<file path="config.mk">
export PLATFORM = sky130hd
export DESIGN_NAME = reg_wb_sequencer_flat
export DESIGN_NICKNAME = d
export VERILOG_FILES = /design/src/rtl/reg_wb_sequencer_if.sv /design/src/rtl/reg_wb_sequencer.sv /design/src/flat_wrapper.sv
export SDC_FILE = /design/constraint.sdc
export NUM_CORES = 1
export LEC_CHECK = 0
export CAP_MARGIN = 15
export CORE_ASPECT_RATIO = 1.5
export CORE_MARGIN = 4
export CORE_UTILIZATION = 35
export CTS_CLUSTER_DIAMETER = 80
export CTS_CLUSTER_SIZE = 24
export DETAILED_ROUTE_END_ITERATION = 8
export GPL_TIMING_DRIVEN = 0
export HOLD_SLACK_MARGIN = 0.06
export PLACE_DENSITY = 0.52
export SETUP_SLACK_MARGIN = 0.1
export SYNTH_ARGS = -nofsm -noshare
export SYNTH_HDL_FRONTEND = slang
export SYNTH_SLANG_ARGS = --single-unit
</file>
<file path="constraint.sdc">
create_clock -name clk -period 1.81 [get_ports clk]
set_input_delay 0.362 -clock clk [delete_from_list [all_inputs] [get_ports clk]]
set_output_delay 0.362 -clock clk [all_outputs]
set_load 0.01 [all_outputs]
</file>
<file path="src/rtl/reg_wb_sequencer_if.sv">
// Handshake and register-bank control bundle between the main control FSM
// and the write-back sequencer.
interface reg_wb_sequencer_if;
  logic       start;
  logic [2:0] op;
  logic       needs_mem;
  logic       mem_ready;
  logic [2:0] reg_dst_sel;
  logic [1:0] wb_src_sel;
  logic       reg_write;
  logic       busy;
  logic       done;
  logic       err;

  modport master (
    output start, op, needs_mem, mem_ready,
    input  reg_dst_sel, wb_src_sel, reg_write, busy, done, err
  );

  modport slave (
    input  start, op, needs_mem, mem_ready,
    output reg_dst_sel, wb_src_sel, reg_write, busy, done, err
  );
endinterface

</file>
<file path="src/rtl/reg_wb_sequencer.sv">
// Register-bank write-back sequencer: turns a one-cycle command into one or two
// ordered register writes, waiting on memory data and flagging illegal ops or timeouts.
module reg_wb_sequencer #(
  parameter int unsigned MEM_TIMEOUT = 15,
  parameter int unsigned CNT_W       = 8
) (
  input logic                clk,
  input logic                reset,
  reg_wb_sequencer_if.slave  bus
);

  localparam logic [2:0] OpRtype  = 3'b000;
  localparam logic [2:0] OpItype  = 3'b001;
  localparam logic [2:0] OpJal    = 3'b010;
  localparam logic [2:0] OpPush   = 3'b011;
  localparam logic [2:0] OpPop    = 3'b100;
  localparam logic [2:0] OpRswr   = 3'b101;

  typedef enum logic [2:0] {StIdle, StWaitMem, StWr1, StWr2, StFin} state_e;

  state_e           state_q, state_d;
  logic [2:0]       op_q, op_d;
  logic             ld_q, ld_d;
  logic [CNT_W-1:0] cnt_q, cnt_d;
  logic [2:0]       dst_q, dst_d;
  logic [1:0]       src_q, src_d;
  logic             we_q, we_d;
  logic             busy_q, done_q, err_q, err_d;

  always_comb begin
    state_d = state_q;
    op_d    = op_q;
    ld_d    = ld_q;
    cnt_d   = cnt_q;
    err_d   = 1'b0;
    unique case (state_q)
      StIdle: begin
        if (bus.start) begin
          op_d  = bus.op;
          ld_d  = bus.needs_mem;
          cnt_d = '0;
          if (bus.op[2:1] == 2'b11) begin
            state_d = StFin;
            err_d   = 1'b1;
          end else if (bus.op == OpPop || (bus.op == OpItype && bus.needs_mem)) begin
            state_d = StWaitMem;
          end else begin
            state_d = StWr1;
          end
        end
      end
      StWaitMem: begin
        // mem_ready wins even in the cycle the counter would hit the limit
        if (bus.mem_ready) begin
          state_d = StWr1;
          cnt_d   = '0;
        end else begin
          cnt_d = cnt_q + CNT_W'(1);
          if (cnt_d >= CNT_W'(MEM_TIMEOUT)) begin
            state_d = StFin;
            err_d   = 1'b1;
            cnt_d   = '0;
          end
        end
      end
      StWr1:   state_d = (op_q == OpPop) ? StWr2 : StFin;
      StWr2:   state_d = StFin;
      StFin:   state_d = StIdle;
      default: state_d = StIdle;
    endcase
  end

  // Outputs are registered, so they are decoded from the state being entered.
  always_comb begin
    we_d  = 1'b0;
    dst_d = dst_q;
    src_d = src_q;
    if (state_d == StWr1) begin
      we_d = 1'b1;
      case (op_d)
        OpRtype: begin dst_d = 3'b001; src_d = 2'b00; end
        OpItype: begin dst_d = 3'b000; src_d = ld_d ? 2'b01 : 2'b00; end
        OpJal:   begin dst_d = 3'b011; src_d = 2'b10; end
        OpPush:  begin dst_d = 3'b010; src_d = 2'b11; end
        OpPop:   begin dst_d = 3'b000; src_d = 2'b01; end
        OpRswr:  begin dst_d = 3'b100; src_d = 2'b00; end
        default: begin dst_d = dst_q;  src_d = src_q;  end
      endcase
    end else if (state_d == StWr2) begin
      we_d  = 1'b1;
      dst_d = 3'b010;
      src_d = 2'b11;
    end
  end

  always_ff @(posedge clk or posedge reset) begin
    if (reset) begin
      state_q <= StIdle;
      op_q    <= '0;
      ld_q    <= 1'b0;
      cnt_q   <= '0;
      dst_q   <= '0;
      src_q   <= '0;
      we_q    <= 1'b0;
      busy_q  <= 1'b0;
      done_q  <= 1'b0;
      err_q   <= 1'b0;
    end else begin
      state_q <= state_d;
      op_q    <= op_d;
      ld_q    <= ld_d;
      cnt_q   <= cnt_d;
      dst_q   <= dst_d;
      src_q   <= src_d;
      we_q    <= we_d;
      busy_q  <= (state_d != StIdle);
      done_q  <= (state_d == StFin);
      err_q   <= err_d;
    end
  end

  assign bus.reg_dst_sel = dst_q;
  assign bus.wb_src_sel  = src_q;
  assign bus.reg_write   = we_q;
  assign bus.busy        = busy_q;
  assign bus.done        = done_q;
  assign bus.err         = err_q;

endmodule

</file>
<file path="src/flat_wrapper.sv">
// flat-port wrapper written by rule: the top's interface ports become plain ports
module reg_wb_sequencer_flat 
#(
  parameter int unsigned MEM_TIMEOUT = 15,
  parameter int unsigned CNT_W       = 8
)
  (clk, reset, bus_start, bus_op, bus_needs_mem, bus_mem_ready, bus_reg_dst_sel, bus_wb_src_sel, bus_reg_write, bus_busy, bus_done, bus_err);
  reg_wb_sequencer_if bus_i ();
  input logic clk;
  input logic reset;
  input wire logic [$bits(bus_i.start)-1:0] bus_start;
  input wire logic [$bits(bus_i.op)-1:0] bus_op;
  input wire logic [$bits(bus_i.needs_mem)-1:0] bus_needs_mem;
  input wire logic [$bits(bus_i.mem_ready)-1:0] bus_mem_ready;
  output wire logic [$bits(bus_i.reg_dst_sel)-1:0] bus_reg_dst_sel;
  output wire logic [$bits(bus_i.wb_src_sel)-1:0] bus_wb_src_sel;
  output wire logic [$bits(bus_i.reg_write)-1:0] bus_reg_write;
  output wire logic [$bits(bus_i.busy)-1:0] bus_busy;
  output wire logic [$bits(bus_i.done)-1:0] bus_done;
  output wire logic [$bits(bus_i.err)-1:0] bus_err;
  assign bus_i.start = bus_start;
  assign bus_i.op = bus_op;
  assign bus_i.needs_mem = bus_needs_mem;
  assign bus_i.mem_ready = bus_mem_ready;
  assign bus_reg_dst_sel = bus_i.reg_dst_sel;
  assign bus_wb_src_sel = bus_i.wb_src_sel;
  assign bus_reg_write = bus_i.reg_write;
  assign bus_busy = bus_i.busy;
  assign bus_done = bus_i.done;
  assign bus_err = bus_i.err;
  reg_wb_sequencer #(.MEM_TIMEOUT(MEM_TIMEOUT), .CNT_W(CNT_W)) u_core (.clk(clk), .reset(reset), .bus(bus_i));
endmodule
</file>
; Word-level counts from Yosys, hierarchy flattened
; Index checks and enable logic that the tools add are counted.
[word_totals]
ff_bits = 24
latchBits = 0
ramBits = 0
romBits = 0
input_bits = 8
out_inout_bits = 9
wordCells = 71
mem_count = 0
[op_classes]
n_addsub = 1
n_mul = 0
div = 0
n_lt_le_gt_ge = 1
n_eq_ne = 18
n_shift = 0
n_mux = 29
bitwise = 0
n_reduce_logical = 12
[op_table]
columns = cell, count
row1 = 2-to-1 mux 3 bit, 9
row2 = 2-to-1 mux 8 bit, 3
row3 = == test 3 x 2 -> 1 bit (second input constant), 6
row4 = case mux 8 bit (2 select lines), 1
row5 = == test 3 bit (second input constant), 5
row6 = case mux 3 bit (5 select lines), 1
row7 = inequality test 6 bit (second input constant), 2
row8 = case mux 3 bit (4 select lines), 1
row9 = case mux 2 bit (5 select lines), 1
row10 = == test 3 x 1 -> 1 bit (second input constant), 3
row11 = 2-to-1 mux 1 bit, 9
row12 = adder 8 x 1 -> 8 bit (second input constant), 1
row13 = greater-or-equal comparator 8 x 4 -> 1 bit (second input constant), 1
row14 = logical NOT 3 bit, 2
row15 = 2-to-1 mux 2 bit, 3
row16 = AND reduction 2 bit, 3
row17 = nonzero test 2 bit, 2
row18 = OR reduction 2 bit, 2
row19 = nonzero test 3 bit, 1
row20 = == test 2 bit (second input constant), 1
row21 = inequality test 2 bit (second input constant), 1
row22 = case mux 1 bit (2 select lines), 1
row23 = logical AND 1 bit, 1
row24 = logical OR 1 bit, 1

; Longest topological paths before layout
[depth]
ltp_word = 10
mapped_depth = 7

; Least setup slack after synthesis
; OpenSTA, ideal clock, no wires.
[synth_path]
path_type = flip-flop to flip-flop
startpoint = reg u_core.cnt_q[0]
endpoint = reg u_core.cnt_q[2]
arrival_time_ns = 1.509
path_slack_ns = 0.237
path_stages_with_launch = 7
path_buffers = 0
cell_sequence = dfrtp_1 -> ha_1 -> nand2b_1 -> o21ai_1 -> a31o_4 -> a2111oi_2 -> a21o_1
[synth_via]
elab_chain_cells = 5
[synth_lines]
columns = element, line
row1 = from (decl), reg_wb_sequencer.sv:24  ; logic [CNT_W-1:0] cnt_q, cnt_d;
row2 = from (signal assigned), reg_wb_sequencer.sv:112  ; cnt_q <= cnt_d;
row3 = adder 8 x 1 -> 8 bit (*), reg_wb_sequencer.sv:58  ; cnt_d = cnt_q + CNT_W'(1);
row4 = greater-or-equal comparator 8 x 4 -> 1 bit, reg_wb_sequencer.sv:59  ; if (cnt_d >= CNT_W'(MEM_TIMEOUT)) begin
row5 = 2-to-1 mux 8 bit (*), reg_wb_sequencer.sv:59
row6 = 2-to-1 mux 8 bit (*), reg_wb_sequencer.sv:54  ; if (bus.mem_ready) begin
row7 = case mux 8 bit (2 select lines) (*), reg_wb_sequencer.sv:36  ; unique case (state_q)
; Every way passes the cells marked *; elsewhere a longest branch is shown, timed or not.
; A chain may end at the register's enable or synchronous reset.

; Final worst setup path
[layout_path]
startpoint = in bus_start
endpoint = reg u_core.dst_q[2] (netlist: u_core.bus.reg_dst_sel[2])
[layout_via]
elab_chain_cells = 6
elab_cells_between_ends = 18
[layout_lines]
columns = element, line
row1 = from (decl), flat_wrapper.sv:11  ; input wire logic [$bits(bus_i.start)-1:0] bus_start;
row2 = 2-to-1 mux 3 bit, reg_wb_sequencer.sv:38  ; if (bus.start) begin
row3 = 2-to-1 mux 3 bit, reg_wb_sequencer.sv:36
row4 = == test 3 x 1 -> 1 bit / == test 3 bit (equally long branches), reg_wb_sequencer.sv:80  ; case (op_d)
row5 = OR reduction 2 bit (no source line), --
row6 = case mux 3 bit (5 select lines) / inequality test 6 bit (equally long branches), --
row7 = 2-to-1 mux 3 bit / AND reduction 2 bit (equally long branches), --
row8 = to (signal assigned), reg_wb_sequencer.sv:113  ; dst_q <= dst_d;
row9 = to (decl), reg_wb_sequencer.sv:25  ; logic [2:0] dst_q, dst_d;
; Several ways; a longest one is shown, not always the timed one.

==> impl_metrics.env <==
export IMPL_status="complete, no violations"
export IMPL_hp_start="u_core.bus.reg_dst_sel[1]"
export IMPL_syn_area_sq_mm=0.00136
export IMPL_drt_iter0_markers=26
export IMPL_ys_ff_latch=24
export IMPL_end_kind="flop"
export IMPL_setup_viol=0
export IMPL_antenna_left=0
export IMPL_die_x_um=58.8
export IMPL_hold_path_class="reg2reg"
export IMPL_first_global_vias=1071
export IMPL_rsz0062_at_grt="true"
export IMPL_hold_viol=0
export IMPL_dr_pass1_iters=4
export IMPL_setup_ws_ns=0.160
export IMPL_wl_per_cell_um=15.1
export IMPL_reg2reg_to="u_core.bus.done"
export IMPL_layout_common_cells="dfrtp_1 (21), clkdlybuf4s50_1 (14), nand2_1 (10)"
export IMPL_die_y_um=84.2
export IMPL_drive_above_1_share_pct=30.5
export IMPL_syn_avg_cell_area_sq_um=10.8
export IMPL_core_area_sq_mm=0.00372
export IMPL_hold_buffers=0
export IMPL_clk_latency_ns=0.26
export IMPL_synthDistinctLibCells=48
export IMPL_fmax_ghz=0.606
export IMPL_ys_seq_area_share_pct=44.3
export IMPL_worst_pin_slew_ns=0.889
export IMPL_rrSetupSlack_ns=0.17
export IMPL_pin_count=17
export IMPL_wirelength_um=2980
export IMPL_power_leakage_nw=0.746
export IMPL_synthToLayoutAreaGrowth_pct=33.3
export IMPL_viasPerCell=5.46
export IMPL_globalRouteTotalUtil_pct=12.6
export IMPL_holdPathStages=1
export IMPL_cts_tree="built"
export IMPL_synth_edf_count=0
export IMPL_gp_congestion=0.787
export IMPL_synthCells=126
export IMPL_p_per_area_mw_per_mm2=1260
export IMPL_finalInstanceArea_sq_mm=0.00181
export IMPL_worst_setup_path_type="in2reg"
export IMPL_worst_hold_slack_ns=0.499
export IMPL_cts_num_sinks=24
export IMPL_cts_inserted_buffers=3
export IMPL_finalMaxSlewViolations=0
export IMPL_period_share_pct=91.1
export IMPL_skew_ns=0.00724
export IMPL_clk_pin_slew_ns=0.08
export IMPL_antenna_found_initial=0
export IMPL_startpoint_type="primary input"
export IMPL_whs_endpoint="u_core.bus.reg_dst_sel[1]"
export IMPL_synthArstFlopShare_pct=100
export IMPL_grt_overflow_total=0
export IMPL_core_rowCount=27
export IMPL_vdd_drop_max_mv=0.822
export IMPL_pre_cts_slack_ns=-0.175
export IMPL_hpwl_um=2160
export IMPL_htreeDepth=1
export IMPL_grt_pass1_wl_um=4890
export IMPL_die_area_sq_mm=0.00495
export IMPL_final_nets=165
export IMPL_fin_crit_ns=1.65
export IMPL_max_cap_viol_count=0
export IMPL_syn_nets=136
export IMPL_diodes=0
export IMPL_cp_max_fo=4
export IMPL_r2r_start="u_core.cnt_q[0]"
export IMPL_grt_max_degree=25
export IMPL_fillers=352
export IMPL_synth_ff_type="dfrtp_1"
export IMPL_initial_core_util_pct=36.5
export IMPL_drc=0
export IMPL_cts_buffer_depth=2
export IMPL_placed_area_sq_mm=0.00157
export IMPL_cp_data_arrival_time_ns=1.79
export IMPL_cts_root_buf="clkbuf_8"
export IMPL_port_buffers=16
export IMPL_required_ns=1.95
export IMPL_synth_warnings=0
export IMPL_dr_total_vias=1076
export IMPL_reg2reg_depth=6
export IMPL_max_slew_margin_pct=40.7
export IMPL_final_common_cell="dfrtp_1"
==> routing by layer <==
metal / track usage [%] / up-vias / routed length [um]
met4: 5.98 / 0 / 61
met5: 0 / - / 0
met3: 1.38 / 6 / 70
met2: 22.1 / 16 / 1640
met1: 14.5 / 526 / 1210
li1: - / 528 / -
==> logic make-up (layout without fill, tap and decap cells) <==
family | Yosys count | in the layout | share of synthesized area, %
flops | 24 | 24 | 44.3
compound gates | 34 | 34 | 21.6
buf+inv | 9 | 37 | 3.14
fa+ha+maj | 2 | 2 | 1.85
simple gates | 50 | 50 | 23.7
mux | 5 | 5 | 4.06
xor+xnor | 2 | 2 | 1.29
==> how the worst max path moves through the flow <==
stage / to / slack, ns / start
finish: u_core.bus.reg_dst_sel[2] / 0.16 / bus_start
detailed placement: u_core.bus.wb_src_sel[0] / -0.18 / bus_start
CTS: u_core.state_q[0] / 0.1 / u_core.cnt_q[1]
global route: u_core.cnt_q[2] / 0.07 / u_core.cnt_q[1]
floorplan: u_core.cnt_q[2] / 0.24 / u_core.cnt_q[0]
global placement: u_core.bus.reg_dst_sel[2] / -0.18 / bus_start
==> final cells by class <==
type / instances / area [sq um] / area share, %
inverters: 6 / 22.5 / 1.25
clock buffers: 3 / 41.3 / 2.29
multi-input cells: 93 / 805 / 44.5
plain buffers: 3 / 21.3 / 1.18
flip-flops and latches: 24 / 604 / 33.4
well taps: 43 / 53.8 / 2.98
repair buffers: 24 / 229 / 12.7
clock inverters: 1 / 30.0 / 1.66
==> critical path, cell delays in order <==
cell,delay (ns)
clkdlybuf4s50_1,0.53
nor4b_4,0.30
and4bb_2,0.28
a41oi_1,0.21
o22ai_1,0.11
==> flip-flops by register name, indices dropped and copies added, names as in the netlist <==
register                cells
u_core.bus.busy             1
u_core.bus.done             1
u_core.bus.err              1
u_core.bus.reg_dst_sel      3
u_core.bus.reg_write        1
u_core.bus.wb_src_sel       2
u_core.cnt_q                8
u_core.ld_q                 1
u_core.op_q                 3
u_core.state_q              3
==> synth_stat cells (2+ instances only) <==
cell type | number | area share [%]
dfrtp_1 | 24 | 44
nand2_1 | 10 | 2.8
nor2_1 | 7 | 1.9
inv_1 | 6 | 1.7
and2_1 | 5 | 2.3
nand2b_1 | 5 | 2.3
mux2_2 | 4 | 3.3
and3_1 | 3 | 1.4
nand3_1 | 3 | 1.1
nor3_1 | 3 | 1.1
o21a_1 | 3 | 1.7
o21ai_0 | 3 | 1.1
o221ai_1 | 3 | 1.9
a2111oi_2 | 2 | 2.2
a21o_1 | 2 | 1.1
a21oi_1 | 2 | 0.74
a21oi_2 | 2 | 1.3
and4bb_2 | 2 | 1.8
ha_1 | 2 | 1.8
nand3b_1 | 2 | 1.1
nor2b_1 | 2 | 0.92
o21ai_1 | 2 | 0.74
o22ai_1 | 2 | 0.92
o32a_1 | 2 | 1.5
o41ai_1 | 2 | 1.3
==> power by group <==
part | switching [mW] | leakage (nW) | total, mW | internal (mW)
logic | 0.419 | 0.406 | 0.941 | 0.522
clock network | 0.158 | 0.0357 | 0.453 | 0.295
registers | 0.176 | 0.305 | 0.887 | 0.711
total | 0.752 | 0.746 | 2.28 | 1.53
==> through the flow <==
stage	std cells	utilization, %	setup TNS, ns	power (mW)
after floorplan	126	-	0	1.42
after global placement	185	42.2	-1.12	1.74
after detailed placement	185	42.2	-1.08	1.75
after CTS	192	45.1	0	2.25
after global routing	197	48.6	0	2.44
final	197	48.6	0	2.28
==> repair_timing <==
item / in CTS / in global routing
endpoints found under the setup margin: 5 / 13
resized for setup: 3 / 22
pin swaps: 1 / 5
buffers inserted: 3 / 5
(Power assumes the default switching activity.)
==> variant: new RTL, same settings <==
`CNT_W` is set to 8 in 2 places; all go to 7.
--- a/src/rtl/reg_wb_sequencer.sv
+++ b/src/rtl/reg_wb_sequencer.sv
@@ -4,3 +4,3 @@
   parameter int unsigned MEM_TIMEOUT = 15,
-  parameter int unsigned CNT_W       = 8
+  parameter int unsigned CNT_W       = 7
 ) (
--- a/src/flat_wrapper.sv
+++ b/src/flat_wrapper.sv
@@ -4,3 +4,3 @@
   parameter int unsigned MEM_TIMEOUT = 15,
-  parameter int unsigned CNT_W       = 8
+  parameter int unsigned CNT_W       = 7
 )
Check against the original RTL: same outputs for any inputs over 10 cycles, from zero or initial values and one cycle with reset high; that may be too few to reach the edited logic, so the function may still have changed.
==> variant against the original RTL <==
  * The flow now finishes with violations (setup timing)
  * Setup slack worse by 0.21 ns
  * Wire length is 1.7% lower
  * Global-route usage is 1.5 points higher
  * Area after synthesis shrank 3.7%
  * First-iteration DRC count up 42%
  * Count of clock-buffer cells in the layout did not move
  * Total power decreased by 5.4%
  * Sequential cell count decreased by 1
  * Clock power down 32%
  * Cell area fell by 8.4%
  * Critical endpoint is now u_core.cnt_q[1]
==> variant: results (changes against the original RTL) <==
Register area share after synthesis = 44.1% (was 44.3%)
Status = finished, violations left (was complete, no violations)
Arr. time, crit path = 2.01 ns (was 1.79 ns)
Biggest register = u_core.cnt_q (unchanged)
Leakage = 0.726 nW (was 0.746 nW)
DR vias = 1070 (was 1076)
CP top delay family = compound AO/OA/AOI/OAI gates (was simple AND/OR/NAND/NOR gates)
NumNets Final = 166 (was 165)
Unique masters post-synth = 53 (was 48)
Met1 usage = 14.8% (was 14.5%)
Maximum VDD drop = 0.733 mV (was 0.822 mV)
Layout cells sized above 1 = 20.6% (was 30.5%)
Met3 Track Usage GR = 1.86% (was 1.38%)
CP max-delay cell = dfrtp_1 (was clkdlybuf4s50_1)
Worst hold-check path type = input port to flip-flop (was flip-flop to flip-flop)
Slew HR = 42.2% (was 40.7%)
Number of port buffers = 15 (was 16)
Placer Congestion = 0.849 (was 0.787)
Met2 Track Usage GR = 26.7% (was 22.1%)
CP max stage delay = 0.40 ns (was 0.53 ns)
Initial antenna violation count = 0 (unchanged)
Worst Skew = 0.00263 ns (was 0.00724 ns)
Fin Hold WS = 0.479 ns (was 0.499 ns)
Post-CTS Setup Bufs = 5 (was 3)
# resized after CTS = 11 (was 3)
Fin Setup TNS = -0.0601 ns (was 0 ns)
Vias in the first global route = 1174 (was 1071)
Initial DRC count = 37 (was 26)
Synth area leaders = dfrtp_1 44%, nand2_1 5.2%, nand3_1 2.3%, nor2_1 2.3%, ha_1 1.9% (was dfrtp_1 44%, mux2_2 3.3%, nand2_1 2.8%, and2_1 2.3%, nand2b_1 2.3%)
Largest net degree at the start of global routing = 24 (was 25)
# H-tree levels = 1 (unchanged)
Clock transition at path regs = 0.08 ns (about the same)
First-pass DRT Iterations = 4 (unchanged)
Global-route wire length before repair = 5270 um (was 4890 um)
Synth top cells by count = 23 x dfrtp_1, 18 x nand2_1, 8 x nor2_1 (was 24 x dfrtp_1, 10 x nand2_1, 7 x nor2_1)
Max FFs per register = 7 (was 8)
Yosys Warn Count = 0 (unchanged)
Failing checks = setup timing
HPWL Detailed = 2210 um (was 2160 um)
GRT Total Usage = 14.0% (was 12.6%)
Final WL = 2930 um (was 2980 um)
Mapped Cells = 131 (was 126)
Crit path max fanout = 5 (was 4)
Setup ws final = -0.0513 ns (was 0.160 ns)
Inserted Diodes = 0 (unchanged)
Setup-failing EPs final = 3 (was 0)
Cts bufs inserted = 3 (unchanged)
Syn nets = 141 (was 136)
Area after DPL = 1530 sq um (was 1570 sq um)
Clk buf depth = 2 (unchanged)
==> variant: metal layers <==
metal / wire [um] / part of all wire (%) / up-vias
met1: 1160 / 40 / 521
met4: 59 / 2.0 / 0
met3: 84 / 2.9 / 6
met5: 0 / 0 / -
li1: - / - / 522
met2: 1620 / 55 / 21
==> variant: cell families (layout without fill, tap and decap cells) <==
family,after synthesis,in the layout,share of synthesized area (%)
compound gates,35,35,21.5
xor+xnor,1,1,0.671
fa+ha+maj,2,2,1.92
buf+inv,10,34,4.31
flops,23,23,44.1
mux,3,3,2.40
simple gates,57,57,25.1
==> variant: worst paths after layout <==
path / depth (start not counted) / from / end
max: 8 / u_core.cnt_q[0] / u_core.cnt_q[1]
min: 3 / bus_op[2] / u_core.op_q[2]
max reg2reg: 8 / u_core.cnt_q[0] / u_core.cnt_q[1]
min reg2reg: 1 / u_core.bus.reg_dst_sel[0] / u_core.bus.reg_dst_sel[0]
max in group asynchronous: 2 / reset / u_core.cnt_q[1]
min in group asynchronous: 2 / reset / u_core.bus.reg_write
==> variant: cell type report <==
cell class                 instances  area, sq um
fill                             349         1860
multi-input combinational         98          733
sequential                        23          577
timing repair buffer              20          188
tap                               42         52.6
clock buffer                       3         41.3
buffer                             4         33.8
inverter                           6         25.0
clock inverter                     1         5.00
==> variant: power breakdown <==
part	switching, mW	internal [mW]
Combinational	0.492	0.524
Sequential	0.157	0.677
Clock	0.155	0.153
==> variant: stage by stage <==
step / utilization, % / worst slack [ns] / instances
2_1_floorplan: - / -0.0377 / 131
3_3_place_gp: 43.5 / -0.452 / 188
3_5_place_dp: 43.5 / -0.498 / 188
4_1_cts: 46.9 / -0.0632 / 197
5_1_grt: 47.1 / -0.136 / 197
6_report: 47.1 / -0.0513 / 197
